## src/rtl/matrix_pkg.sv

```systemverilog
// Shared definitions for the matrix Memory block and its byte-stream loader.
package matrix_pkg;

   localparam int         DEF_ADDR_SIZE = 10;
   localparam int         DEF_WORD_SIZE = 16;
   localparam logic [7:0] DEF_SYNC_BYTE = 8'hA5;

   typedef enum logic [2:0] {
      ST_IDLE   = 3'd0,
      ST_ADDR_L = 3'd1,
      ST_ADDR_H = 3'd2,
      ST_LEN_L  = 3'd3,
      ST_LEN_H  = 3'd4,
      ST_DATA_L = 3'd5,
      ST_DATA_H = 3'd6,
      ST_DONE   = 3'd7
   } loader_state_t;

endpackage

```

## src/rtl/mem_loader.sv

```systemverilog
// Parses framed write commands from the MCU byte stream and issues one
// sequential little-endian word write per data word into Memory.
module mem_loader
   import matrix_pkg::*;
#(
   parameter int         ADDR_SIZE = DEF_ADDR_SIZE,
   parameter int         WORD_SIZE = DEF_WORD_SIZE,
   parameter logic [7:0] SYNC_BYTE = DEF_SYNC_BYTE
) (
   input  logic                 clk,
   input  logic                 rst,
   input  logic                 in_valid,
   output logic                 in_ready,
   input  logic [7:0]           in_data,
   input  logic                 abort,
   output logic [ADDR_SIZE-1:0] w_addr,
   output logic                 w_en,
   output logic [WORD_SIZE-1:0] w_data,
   output logic                 busy,
   output logic                 done,
   output logic                 sync_err
);

   loader_state_t        state_r;
   loader_state_t        state_next_s;
   logic [ADDR_SIZE-1:0] addr_r;
   logic [15:0]          remain_r;
   logic [7:0]           low_r;
   logic                 accept_s;

   // State register
   always_ff @(posedge clk or posedge rst) begin
      if (rst) begin
         state_r <= ST_IDLE;
      end else begin
         state_r <= state_next_s;
      end
   end

   // Next-state logic; abort and DONE advance without a byte
   always_comb begin
      state_next_s = state_r;
      if (abort) begin
         state_next_s = ST_IDLE;
      end else if (state_r == ST_DONE) begin
         state_next_s = ST_IDLE;
      end else if (accept_s) begin
         case (state_r)
            ST_IDLE:   state_next_s = (in_data == SYNC_BYTE) ? ST_ADDR_L : ST_IDLE;
            ST_ADDR_L: state_next_s = ST_ADDR_H;
            ST_ADDR_H: state_next_s = ST_LEN_L;
            ST_LEN_L:  state_next_s = ST_LEN_H;
            ST_LEN_H:  state_next_s = ({in_data, low_r} == 16'd0) ? ST_DONE : ST_DATA_L;
            ST_DATA_L: state_next_s = ST_DATA_H;
            ST_DATA_H: state_next_s = (remain_r == 16'd1) ? ST_DONE : ST_DATA_L;
            default:   state_next_s = ST_IDLE;
         endcase
      end else begin
         state_next_s = state_r;
      end
   end

   // Handshake and status outputs decoded from the state register
   always_comb begin
      in_ready = !abort && (state_r != ST_DONE);
      accept_s = in_valid && in_ready;
      busy     = (state_r != ST_IDLE);
      done     = (state_r == ST_DONE);
   end

   // Field capture, word assembly and registered write port
   always_ff @(posedge clk or posedge rst) begin
      if (rst) begin
         addr_r   <= '0;
         remain_r <= 16'd0;
         low_r    <= 8'd0;
         w_addr   <= '0;
         w_data   <= '0;
         w_en     <= 1'b0;
         sync_err <= 1'b0;
      end else begin
         w_en     <= 1'b0;
         sync_err <= 1'b0;
         if (abort) begin
            low_r <= 8'd0;
         end else if (accept_s) begin
            case (state_r)
               ST_IDLE:   sync_err <= (in_data != SYNC_BYTE);
               ST_ADDR_L: low_r    <= in_data;
               ST_ADDR_H: addr_r   <= ADDR_SIZE'({in_data, low_r});
               ST_LEN_L:  low_r    <= in_data;
               ST_LEN_H:  remain_r <= {in_data, low_r};
               ST_DATA_L: low_r    <= in_data;
               ST_DATA_H: begin
                  w_addr   <= addr_r;
                  w_data   <= WORD_SIZE'({in_data, low_r});
                  w_en     <= 1'b1;
                  addr_r   <= addr_r + ADDR_SIZE'(1);
                  remain_r <= remain_r - 16'd1;
               end
               default:   low_r <= low_r;
            endcase
         end else begin
            low_r <= low_r;
         end
      end
   end

endmodule

```

## config.mk

```make
export PLATFORM = sky130hd
export DESIGN_NAME = mem_loader
export DESIGN_NICKNAME = d
export VERILOG_FILES = /design/src/rtl/matrix_pkg.sv /design/src/rtl/mem_loader.sv
export SDC_FILE = /design/constraint.sdc
export NUM_CORES = 1
export LEC_CHECK = 0
export ABC_CLOCK_PERIOD_IN_PS = 2900
export CAP_MARGIN = 40
export CORE_MARGIN = 5
export CORE_UTILIZATION = 45
export CTS_CLUSTER_SIZE = 30
export DETAILED_ROUTE_END_ITERATION = 8
export PLACE_DENSITY = 0.65
export SETUP_SLACK_MARGIN = 0.05
export SYNTH_ARGS = -nofsm -noshare
export SYNTH_HDL_FRONTEND = slang
export SYNTH_SLANG_ARGS = --single-unit
```

## constraint.sdc

```tcl
create_clock -name clk -period 2.9 [get_ports clk]
set_input_delay 0.58 -clock clk [delete_from_list [all_inputs] [get_ports clk]]
set_output_delay 0.58 -clock clk [all_outputs]
set_load 0.01 [all_outputs]
```

Word level (Yosys, flattened, before mapping)

Cells that the tools add are included.

Reduce and logical (&&, ||, !) cells: 16
Bitwise operators: 1
Equal/unequal tests: 11
Mux-type cells: 18
$add $sub $neg: 2

Operator list:

| operator              | count |
|---|---|
| $pmux 16 s2           | 1 |
| $mux 8                | 3 |
| $pmux 3 s7            | 1 |
| $pmux 10 s2           | 1 |
| $eq 16x1->1 const B   | 1 |
| $logic_not 16->1      | 1 |
| $sub 16x1->16 const B | 1 |
| $eq 3x3->1 const B    | 4 |
| $add 10x1->10 const B | 1 |
| $mux 3                | 3 |
| $reduce_and 3->1      | 3 |
| $eq 8x8->1 const B    | 1 |
| $ne 8x8->1 const B    | 1 |
| $reduce_bool 2->1     | 4 |
| $mux 1                | 7 |
| $eq 3x2->1 const B    | 2 |
| $reduce_bool 3->1     | 2 |
| $mux 2                | 2 |
| $eq 3x1->1 const B    | 1 |
| $logic_not 3->1       | 1 |
| $ne 3x3->1 const B    | 1 |
| $reduce_or 3->1       | 1 |
| $logic_and 1x1->1     | 2 |
| $reduce_and 2->1      | 1 |
| other kinds (2)       | 2 |

Word-level logic and storage cells: 56
Output and inout port bits: 31
Flip-flop bits (word level): 65
Input bits: 12

Longest topological paths before layout

Depth in word-level cells: 6
Depth in mapped cells: 7
Mapped depth without buffers: 6

Worst setup path before layout

No wires, ideal clock.

Path kind: flip-flop to flip-flop
Start point: reg remain_r[0]
End point: reg remain_r[10]
Cell stages (with the launch flop): 7
Required time: 2.821 ns
Arrival: 1.820 ns
Path buffers: 0
Slack: 1.001 ns
Setup time: 0.079 ns
Clock period less this slack: 1.899 ns
Cell sequence: dfrtp_1 > inv_1 > ha_1 > or4b_4 > or3_1 > a21oi_1 > a2bb2oi_1

Cells in the longest elaborated chain, start to end: 2

Ends and longest elaborated chain:

| what                   | line             | text |
|---|---|---|
| start, declared        | mem_loader.sv:27 | `logic [15:0] remain_r;` |
| start signal, assigned | mem_loader.sv:92 | `ST_LEN_H: remain_r <= {in_data, low_r};` |
| start signal, assigned | mem_loader.sv:99 | `remain_r <= remain_r - 16'd1;` |
| $sub 16x1->16          | mem_loader.sv:99 |  |
| $pmux 16 s2            | mem_loader.sv:87 | `case (state_r)` |

No other way between the ends.
A chain may end at the register's enable or synchronous reset.

Worst setup path after layout

Start point: reg state_r[1]
End point: out in_ready

Cells in the longest elaborated chain, start to end: 2

Ends and longest elaborated chain:

| what                   | line             | text |
|---|---|---|
| start, declared        | mem_loader.sv:24 | `loader_state_t state_r;` |
| start signal, assigned | mem_loader.sv:36 | `state_r <= state_next_s;` |
| $ne 3x3->1             | mem_loader.sv:65 | `in_ready = !abort && (state_r != ST_DONE);` |
| $logic_and 1x1->1      | mem_loader.sv:65 |  |
| end, declared          | mem_loader.sv:13 | `output logic in_ready,` |

No other way between the ends.

==> impl_metrics.env <==
export IMPL_syn_nets=329
export IMPL_tritoncts_num_sinks=65
export IMPL_route_final_wire_length_um=8236
export IMPL_synth_yosys_seq_area_share_pct=50.02
export IMPL_setup_worst_path_end="in_ready"
export IMPL_postSynth_topFlopCell="sky130_fd_sc_hd__dfrtp_1"
export IMPL_drt_first_iter_violations=290
export IMPL_final_period_utilization_pct=87.25
export IMPL_design_portCount=43
export IMPL_ys_seq_elements=65
export IMPL_yosysWarnings=0
export IMPL_slew_violations=0
export IMPL_drt_pass1_iterations=5
export IMPL_layout_cells_most_common_list="65 x sky130_fd_sc_hd__dfrtp_1, 42 x sky130_fd_sc_hd__clkdlybuf4s50_1, 29 x sky130_fd_sc_hd__nor2_1"
export IMPL_worstSkewPairLatency_ps=340
export IMPL_dpl_cell_count=446
export IMPL_diodes=0
export IMPL_postRouteAntennaNets=0
export IMPL_overflow=0
export IMPL_tritoncts_buffer_count=9
export IMPL_place_port_buffers=42
export IMPL_row_count=31
export IMPL_first_global_vias=2649
export IMPL_die_width_um=95.01
export IMPL_crit_required_ps=2320
export IMPL_static_leakage_power_nw=1.705
export IMPL_remaining_drc_errors=0
export IMPL_design_die_area_um2=9027
export IMPL_initial_core_utilization_pct=45.56
export IMPL_ir_drop_mv=0.3014
export IMPL_cp_arrival_ps=1950
export IMPL_report_final_hold_viol_count=0
export IMPL_synth_area_um2=3252
export IMPL_final_setup_skew_ps=4.264
export IMPL_postCtsSetupBuffers=0
export IMPL_path_depth=3
export IMPL_reg2reg_depth=4
export IMPL_layout_cells_non_filler=461
export IMPL_worstMarginPinSlew_ps=918.2
export IMPL_synth_enable_flop_cells=0
export IMPL_synth_area_per_cell_um2=10.36
export IMPL_fin_worst_hold_slack_ps=487.6
export IMPL_run_status="finished, final reports clean"
export IMPL_power_density_nw_per_um2=472.8
export IMPL_routed_wire_length_per_instance_um=17.87
export IMPL_max_stage_delay_ps=580
export IMPL_area_growth_syn_to_layout_pct=21.59
export IMPL_rsz0062_at_grt="false"
export IMPL_synth_async_reset_ratio_pct=100.0
export IMPL_max_cap_viol_count=0
export IMPL_clock_pin_slew_worst_setup_and_hold_paths_ps=70
export IMPL_fillerInstances=646
export IMPL_place_hpwl_um=5486
export IMPL_crit_path_end_kind="output port"
export IMPL_track_usage_pct=19.95
export IMPL_crit_chain="and3_1 -> nor2_1 -> clkdlybuf4s50_1"
export IMPL_reg2reg_to="w_data[12]"
export IMPL_post_cts_hold_buffer_count=0
export IMPL_via_count=2713
export IMPL_finalNetCount=373
export IMPL_finalWorstPathRequiredPeriod_ps=2530
export IMPL_timing_critical_path_fanout_max=14
export IMPL_place_gp_congestion=0.8817
export IMPL_rrSetupSlack_ps=710
export IMPL_holdCritPathClass="reg -> reg"
export IMPL_grt_start_max_net_pins=66
export IMPL_worst_relative_slew_slack_pct=38.22
export IMPL_critical_path_slowest_cell="sky130_fd_sc_hd__dfrtp_1"
export IMPL_core_area_um2=7137
export IMPL_clk_root_buffer_cell="sky130_fd_sc_hd__clkbuf_8"
export IMPL_report_final_setup_viol=0
export IMPL_cpLargestDelayFamily="flip-flops"
export IMPL_antenna_violations_before_repair=0
export IMPL_timing_setup_critical_path_class="reg -> out"
export IMPL_final_layout_size_suffix_gt1_share_pct=15.19
export IMPL_synthesis_instances=314
export IMPL_critPathLaunchType="flip-flop"
export IMPL_grt_first_pass_wirelength_um=13650
export IMPL_layout_commonest_cell="sky130_fd_sc_hd__dfrtp_1"
export IMPL_achievable_frequency_ghz=0.3952
export IMPL_cts_tree="yes"
export IMPL_post_cts_sizing=0
export IMPL_rr_startpoint="state_r[1]"
export IMPL_cp_buffers_inverters=1
export IMPL_viasPerCell=5.885
export IMPL_ctsLongestPathBuffers=2
export IMPL_cts_max_level=3
export IMPL_ys_types=57
export IMPL_final_setup_tns_ps=0
export IMPL_die_height_um=95.01
export IMPL_cp_startpoint="state_r[1]"
==> synth_stat cells, types with 5 or more instances <==
cell	count	area share, %
sky130_fd_sc_hd__a21oi_1	14	2.2
sky130_fd_sc_hd__and3_1	6	1.2
sky130_fd_sc_hd__buf_2	8	1.2
sky130_fd_sc_hd__clkbuf_1	9	1.0
sky130_fd_sc_hd__dfrtp_1	65	50
sky130_fd_sc_hd__inv_1	8	0.92
sky130_fd_sc_hd__mux2_2	25	8.7
sky130_fd_sc_hd__mux2i_1	8	2.5
sky130_fd_sc_hd__nand2_1	21	2.4
sky130_fd_sc_hd__nand3_1	14	2.2
sky130_fd_sc_hd__nand4_1	5	0.96
sky130_fd_sc_hd__nor2_1	29	3.3
sky130_fd_sc_hd__nor3_1	11	1.7
sky130_fd_sc_hd__o21ai_0	15	2.3
sky130_fd_sc_hd__o22ai_1	7	1.3
==> cells by family (layout without fill, tap and decap cells) <==
family / Yosys count / in the layout / share of synthesized area (%)
flops: 65 / 65 / 50.02
mux: 34 / 34 / 11.47
compound gates: 70 / 70 / 14.43
simple gates: 115 / 115 / 19.28
buf+inv: 27 / 75 / 3.655
fa+ha+maj: 3 / 3 / 1.154
==> final cells by class <==
class	instances	area (um2)	share of cell area (%)
clock buffers	12	145.1	3.671
flip-flops and latches	65	1627	41.14
multi-input cells	222	1506	38.10
clock inverters	3	17.52	0.4430
repair buffers	51	500.5	12.66
inverters	9	33.78	0.8544
well taps	99	123.9	3.133
==> flip-flops by register name, indices dropped and copies added (netlist names) <==
signal	flops
sync_err	1
remain_r	16
state_r	3
w_addr	10
w_en	1
w_data	16
addr_r	10
low_r	8
==> worst min path at each step <==
stage                            start      endpoint  slack, ps  cells past startpoint
after global placement       w_addr[8]     w_addr[8]        470                      2
final                        w_addr[8]     w_addr[8]        490                      2
after global routing        w_data[11]    w_data[11]        520                      1
after CTS                    w_addr[8]     w_addr[8]        500                      2
after detailed placement     w_addr[8]     w_addr[8]        480                      2
after floorplan           remain_r[11]  remain_r[11]        490                      1
==> power by group <==
| part | switching (W) | internal, W | leakage, nW |
|---|---|---|---|
| Combinational | 0.0000979 | 0.0000864 | 0.744 |
| Sequential | 0.0000635 | 0.000957 | 0.879 |
| Clock | 0.000338 | 0.000326 | 0.0822 |
| Total | 0.000499 | 0.00137 | 1.70 |
==> per-layer routing <==
metal | part of all wire [%] | global-route usage [%]
met1 | 47 | 28.94
met4 | 2.4 | 8.654
met5 | 0 | 0
met3 | 7.0 | 4.499
met2 | 44 | 28.54
==> tightest hold or removal path, stage by stage (launching register included) <==
cell and delay [ps]:
sky130_fd_sc_hd__dfrtp_1 340, sky130_fd_sc_hd__nand2_1 40, sky130_fd_sc_hd__o21ai_0 60
==> per-stage QoR <==
stage	worst slack, ps	area (um2)	util [%]	total power, W
after floorplan	693.5	3252	-	0.001136
after global routing	273.1	3954	55.40	0.001957
after CTS	376.7	3954	55.40	0.001889
after detailed placement	373.4	3791	53.12	0.001222
after global placement	382.9	3791	53.12	0.001215
final	369.7	3954	55.40	0.001869
No activity file was read; power rests on OpenSTA's default activity.
